$ cat src/rtl/descram.sv
// ---------------------------------------------------------------------------
// descram -- self-synchronising multiplicative descrambler
//
// Receive-side partner of the parallel scrambler. It uses the same polynomial
// and the same bit ordering: the MSB of each word is the earliest bit in time.
// Each accepted DW-bit line word is descrambled against the last PP received
// line bits. The result is registered.
// A word-count FSM raises Sync_o once the history holds only genuine line
// bits. A PRBS checker counts non-zero descrambled bits, which is useful when
// the far-end scrambler is fed all-zero data.
//
// Parameters:
//   DW    data word width (>=1)
//   PP    polynomial degree / history length
//   SI    history reset value
//   POLY  polynomial, bit k (1..PP) set = tap at delay k
//   CW    error counter width (>=2)
//
// Ports:
//   Ck        clock
//   Rs        asynchronous reset, active high
//   CE        clock enable; with CE low all state holds except Vld_o
//   Dsc_En    word accept strobe, qualified by CE
//   Dat_i     scrambled line word, bit DW-1 earliest
//   Chk_En    enable the PRBS zero-check for the accepted word
//   Err_Clr   synchronous clear of Err_Cnt / Err_Flag, qualified by CE
//   Dat_o     descrambled word, one cycle after accept
//   Vld_o     Dat_o was updated on the last edge
//   Sync_o    history holds only received line bits
//   Err_Cnt   saturating count of errored bits
//   Err_Flag  sticky error indicator
// ---------------------------------------------------------------------------
module descram #(
    parameter int            DW   = 62,
    parameter int            PP   = 58,
    parameter logic [PP-1:0] SI   = 58'h3ffffffffffffff,
    parameter logic [PP:0]   POLY = 59'h400008000000001,
    parameter int            CW   = 16
) (
    input  logic          Ck,
    input  logic          Rs,
    input  logic          CE,
    input  logic          Dsc_En,
    input  logic [DW-1:0] Dat_i,
    input  logic          Chk_En,
    input  logic          Err_Clr,
    output logic [DW-1:0] Dat_o,
    output logic          Vld_o,
    output logic          Sync_o,
    output logic [CW-1:0] Err_Cnt,
    output logic          Err_Flag
);

    // Number of accepted words needed to flush the reset value out of history
    localparam int NW  = (PP + DW - 1) / DW;
    localparam int NCW = $clog2(NW + 1);
    // Width of a per-word popcount, and of the non-wrapping error sum
    localparam int PCW = $clog2(DW + 1);
    localparam int SW  = ((CW > PCW) ? CW : PCW) + 1;
    localparam logic [SW-1:0] CNT_MAX = {{(SW-CW){1'b0}}, {CW{1'b1}}};

    typedef enum logic {
        UNSYNC,
        SYNC
    } sync_state_t;

    sync_state_t     state;
    logic [NCW-1:0]  word_cnt;
    logic [PP-1:0]   hist;
    logic            chk_pend;
    logic            accept;

    logic [PP+DW-1:0] line;
    logic [DW-1:0]    desc;
    logic [PCW-1:0]   pop_cnt;
    logic [SW-1:0]    err_sum;
    logic [CW-1:0]    sat_cnt;

    assign accept = CE & Dsc_En;

    // The history and the new word form one contiguous line stream. A higher
    // index is an older bit, so line[i] is a bit of the current word and
    // line[i+k] is the line bit k positions earlier in time. The same
    // indexing works across the word/history boundary. The recursion only
    // ever uses received bits, so every output bit is a flat XOR of inputs
    // with no chain through earlier outputs.
    assign line = {hist, Dat_i};

    always_comb begin
        desc = '0;
        for (int i = 0; i < DW; i++) begin
            desc[i] = line[i];
            for (int k = 1; k <= PP; k++) begin
                if (POLY[k]) begin
                    desc[i] = desc[i] ^ line[i+k];
                end
            end
        end
    end

    // Errored-bit count of the word currently shown on Dat_o
    always_comb begin
        pop_cnt = '0;
        for (int i = 0; i < DW; i++) begin
            pop_cnt = pop_cnt + PCW'(Dat_o[i]);
        end
    end

    // The sum carries one spare bit so it cannot wrap before saturation
    assign err_sum = SW'(Err_Cnt) + SW'(pop_cnt);
    assign sat_cnt = (err_sum > CNT_MAX) ? {CW{1'b1}} : err_sum[CW-1:0];

    // Sync FSM: count accepts until NW words have passed, then stay in sync
    // until reset. Gaps in Dsc_En do not matter, because the history only
    // moves on an accept.
    always_ff @(posedge Ck or posedge Rs) begin
        if (Rs) begin
            state    <= UNSYNC;
            word_cnt <= '0;
            Sync_o   <= 1'b0;
        end else begin
            case (state)
                UNSYNC: begin
                    if (accept) begin
                        word_cnt <= word_cnt + NCW'(1);
                        if (word_cnt == NCW'(NW - 1)) begin
                            state  <= SYNC;
                            Sync_o <= 1'b1;
                        end
                    end
                end
                SYNC: begin
                    Sync_o <= 1'b1;
                end
                default: begin
                    state  <= UNSYNC;
                    Sync_o <= 1'b0;
                end
            endcase
        end
    end

    // Datapath: on an accept, the history takes the newest PP received bits
    // (never the descrambled output) and the descrambled word is registered.
    // chk_pend remembers whether the word now going to Dat_o must be
    // checked. That decision uses Sync_o as it was when the word arrived.
    always_ff @(posedge Ck or posedge Rs) begin
        if (Rs) begin
            hist     <= SI;
            Dat_o    <= '0;
            Vld_o    <= 1'b0;
            chk_pend <= 1'b0;
        end else begin
            Vld_o <= accept;
            if (CE) begin
                chk_pend <= Dsc_En & Sync_o & Chk_En;
            end
            if (accept) begin
                hist  <= line[PP-1:0];
                Dat_o <= desc;
            end
        end
    end

    // Error accounting runs one edge after the word is shown on Dat_o. A
    // clear wins over a same-cycle increment, and that word's errors are
    // dropped.
    always_ff @(posedge Ck or posedge Rs) begin
        if (Rs) begin
            Err_Cnt  <= '0;
            Err_Flag <= 1'b0;
        end else if (CE) begin
            if (Err_Clr) begin
                Err_Cnt  <= '0;
                Err_Flag <= 1'b0;
            end else if (chk_pend) begin
                Err_Cnt  <= sat_cnt;
                Err_Flag <= Err_Flag | (pop_cnt != '0);
            end
        end
    end

endmodule

$ cat config.mk
export PLATFORM = sky130hd
export DESIGN_NAME = descram
export DESIGN_NICKNAME = d
export VERILOG_FILES = /design/src/rtl/descram.sv
export SDC_FILE = /design/constraint.sdc
export NUM_CORES = 1
export LEC_CHECK = 0
export ABC_AREA = 1
export CORE_MARGIN = 5
export CORE_UTILIZATION = 58
export CTS_CLUSTER_DIAMETER = 60
export DETAILED_ROUTE_END_ITERATION = 7
export DONT_BUFFER_PORTS = 1
export PLACE_DENSITY_LB_ADDON = 0.08
export SYNTH_ARGS = -nofsm -noshare
export SYNTH_HDL_FRONTEND = slang
export SYNTH_SLANG_ARGS = --single-unit
$ cat constraint.sdc
create_clock -name Ck -period 9.44 [get_ports Ck]
set_input_delay 1.416 -clock Ck [delete_from_list [all_inputs] [get_ports Ck]]
set_output_delay 1.416 -clock Ck [all_outputs]
set_load 0.05 [all_outputs]
==> metrics.yaml <==
status: "complete, no violations"
core_sq_mm: 0.0146
antenna_found_initial: 0
grt_setup_unrepaired: "no"
cts.clk_slew.worst_paths_ps: 60
gp_congestion: 0.878
track_usage_pct: 25.6
setup_tns_ps: 0
crit_path_frequent_cell: "fa_1"
routed_wirelength_mm: 21.9
avgViaCountPerCell: 5.37
start_util_pct: 59.2
cts-root-buf: "clkbuf_16"
diodes: 0
yosys.area.top_type: "dfrtp_1"
synthFlopType: "dfrtp_1"
cap_violations: 0
drv_slew: 0
cp_max_fo: 4
setup_ws_ps: 2030
htreeDepth: 4
endpoint_kind: "flip-flop"
synth_cells: 988
numCtsBuffers: 17
synth_area_sq_mm: 0.00863
hp-class: "flip-flop to flip-flop"
dp_hpwl_mm: 16.8
max_freq_mhz: 135
startpoint: "Dat_o[35]"
relSlewSlack_pct: 29.6
syn_nets: 1129
synth_cell_types: 31
postRouteAntennaNets: 0
initialDrtViolationCount: 443
synth_top_area_share_pct: 24.4
synth_area_leaders: "dfrtp_1 24%, dfstp_2 18%, nand2_1 14%"
fin_crit_ps: 7410
yosysMostFrequentCell: "nand2_1"
drc_errors: 0
dieWidth_um: 132
clk_latency_ps: 420
grt_overflow: 0
async_reset_ff_share_pct: 100
clockBufferDepth: 2
fin_nets: 1122
nFillCells: 1207
ios: 149
finalClockSkew_ps: 6.94
cts_hold_buf: 0
criticalPathCategory: "flip-flop to flip-flop"
register_area_sq_mm: 0.00363
cts_resized: 0
synth-warning-count: 0
setup_viol: 0
post-place-ws_ps: 2010
grt_pass1_wl_mm: 34.8
min_path_cells: 2
placement.io_buffers: 0
ys_ff_latch: 142
cp_slowest_cell: "dfrtp_1"
post_cts_buffers: 0
slowest_delay_ps: 650
avgRoutedWirePerCell_um: 18.6
syn_area_per_cell_sq_um: 8.74
reg2reg_depth: 31
dieArea_sq_mm: 0.0174
rr_startpoint: "Dat_o[35]"
multiInputGateArea_sq_mm: 0.00438
worst_setup_path_start_kind: "flip-flop"
synth_edf_count: 0
drive_gt1_share_pct: 10.9
area_growth_pct: 8.75
min_from: "hist[54]"
final.period_utilization_pct: 78.5
firstDrtPassIters: 5
num_rows: 44
die_y_um: 132
tritoncts: "yes"
required_ps: 9760
hold_violations: 0
vias: 6331
grt_pass1_vias: 6263
synth_commonest_cells: "313 x nand2_1, 133 x inv_1, 84 x dfrtp_1"
worstMarginPinSlew_ps: 1050
grt_max_degree: 99
worst_ep_arrival_time_ps: 7740
cts_sinks: 142
synth_seq_area_share_pct: 42.0
-- worst max-delay path, delay by kind of cell, from the launching register on --
kind,cells,cell delay (ps)
compound gates,2,280
fa+ha+maj,10,4750
buf+inv,7,510
flops,1,650
simple gates,12,1110
-- stage by stage --
| step | std cells | hold slack [ps] | instance area, sq um | utilization, % |
|---|---|---|---|---|
| after CTS | 1178 | 471 | 9390 | 64.3 |
| after floorplan | 988 | 441 | 8630 | - |
| after global placement | 1146 | 458 | 8760 | 60.0 |
| after detailed placement | 1146 | 463 | 8760 | 60.0 |
| final | 1178 | 472 | 9390 | 64.3 |
| after global routing | 1178 | 485 | 9390 | 64.3 |
-- cell type report --
type	count	area share, %
Multi-Input combinational cell	684	46.6
Sequential cell	142	38.6
Tap cell	184	2.45
Timing Repair Buffer	3	0.240
Clock buffer	23	5.32
Clock inverter	9	1.39
Inverter	133	5.37
-- metal layers --
layer | part of all wire, % | track usage [%] | vias to the layer above
li1 | - | - | 3062
met1 | 42 | 33.5 | 3065
met2 | 48 | 40.8 | 181
met3 | 8.9 | 9.50 | 23
met4 | 1.4 | 6.06 | 0
met5 | 0 | 0 | -
-- cells in the final DEF (no fill, tap or decap), drive strengths merged --
cell type	synthesis	final
nand2	318	318
inv	133	134
dfrtp	84	84
o21ai	67	67
dfstp	58	58
fa	53	53
nor2	44	44
xnor2	42	42
xor2	42	42
a21oi	30	30
nand3	27	27
clkbuf	8	23
ha	20	20
o22ai	16	16
a22oi	15	15
nand4	4	4
clkinv	0	4
bufinv	0	3
buf	21	3
nand3b	2	2
a31oi	1	1
and2	1	1
nor3	1	1
or2	1	1
clkinvlp	0	1
-- sequential cells by signal, summed over array words and instances (netlist names) --
| signal | flops |
|---|---|
| Dat_o | 62 |
| Err_Cnt | 16 |
| Err_Flag | 1 |
| Sync_o | 1 |
| Vld_o | 1 |
| chk_pend | 1 |
| hist | 58 |
| state | 1 |
| word_cnt | 1 |
-- logic make-up after synthesis --
family          share of synthesized area, %
compound gates                          8.16
fa+ha+maj                               15.2
xor+xnor                                8.52
flops                                   42.0
simple gates                            18.8
buf+inv                                 7.36
-- worst paths after layout --
path                          endpoint  slack [ps]
max                        Err_Cnt[12]        2030
min                           hist[54]         470
max reg2reg                Err_Cnt[12]        2030
min reg2reg                   hist[54]         470
max in group asynchronous     Dat_o[0]        7120
min in group asynchronous    Dat_o[57]         920
Power is left out: the tool's default activity adds up to more than one toggle a clock period on the data nets, which glitch-free logic cannot reach.
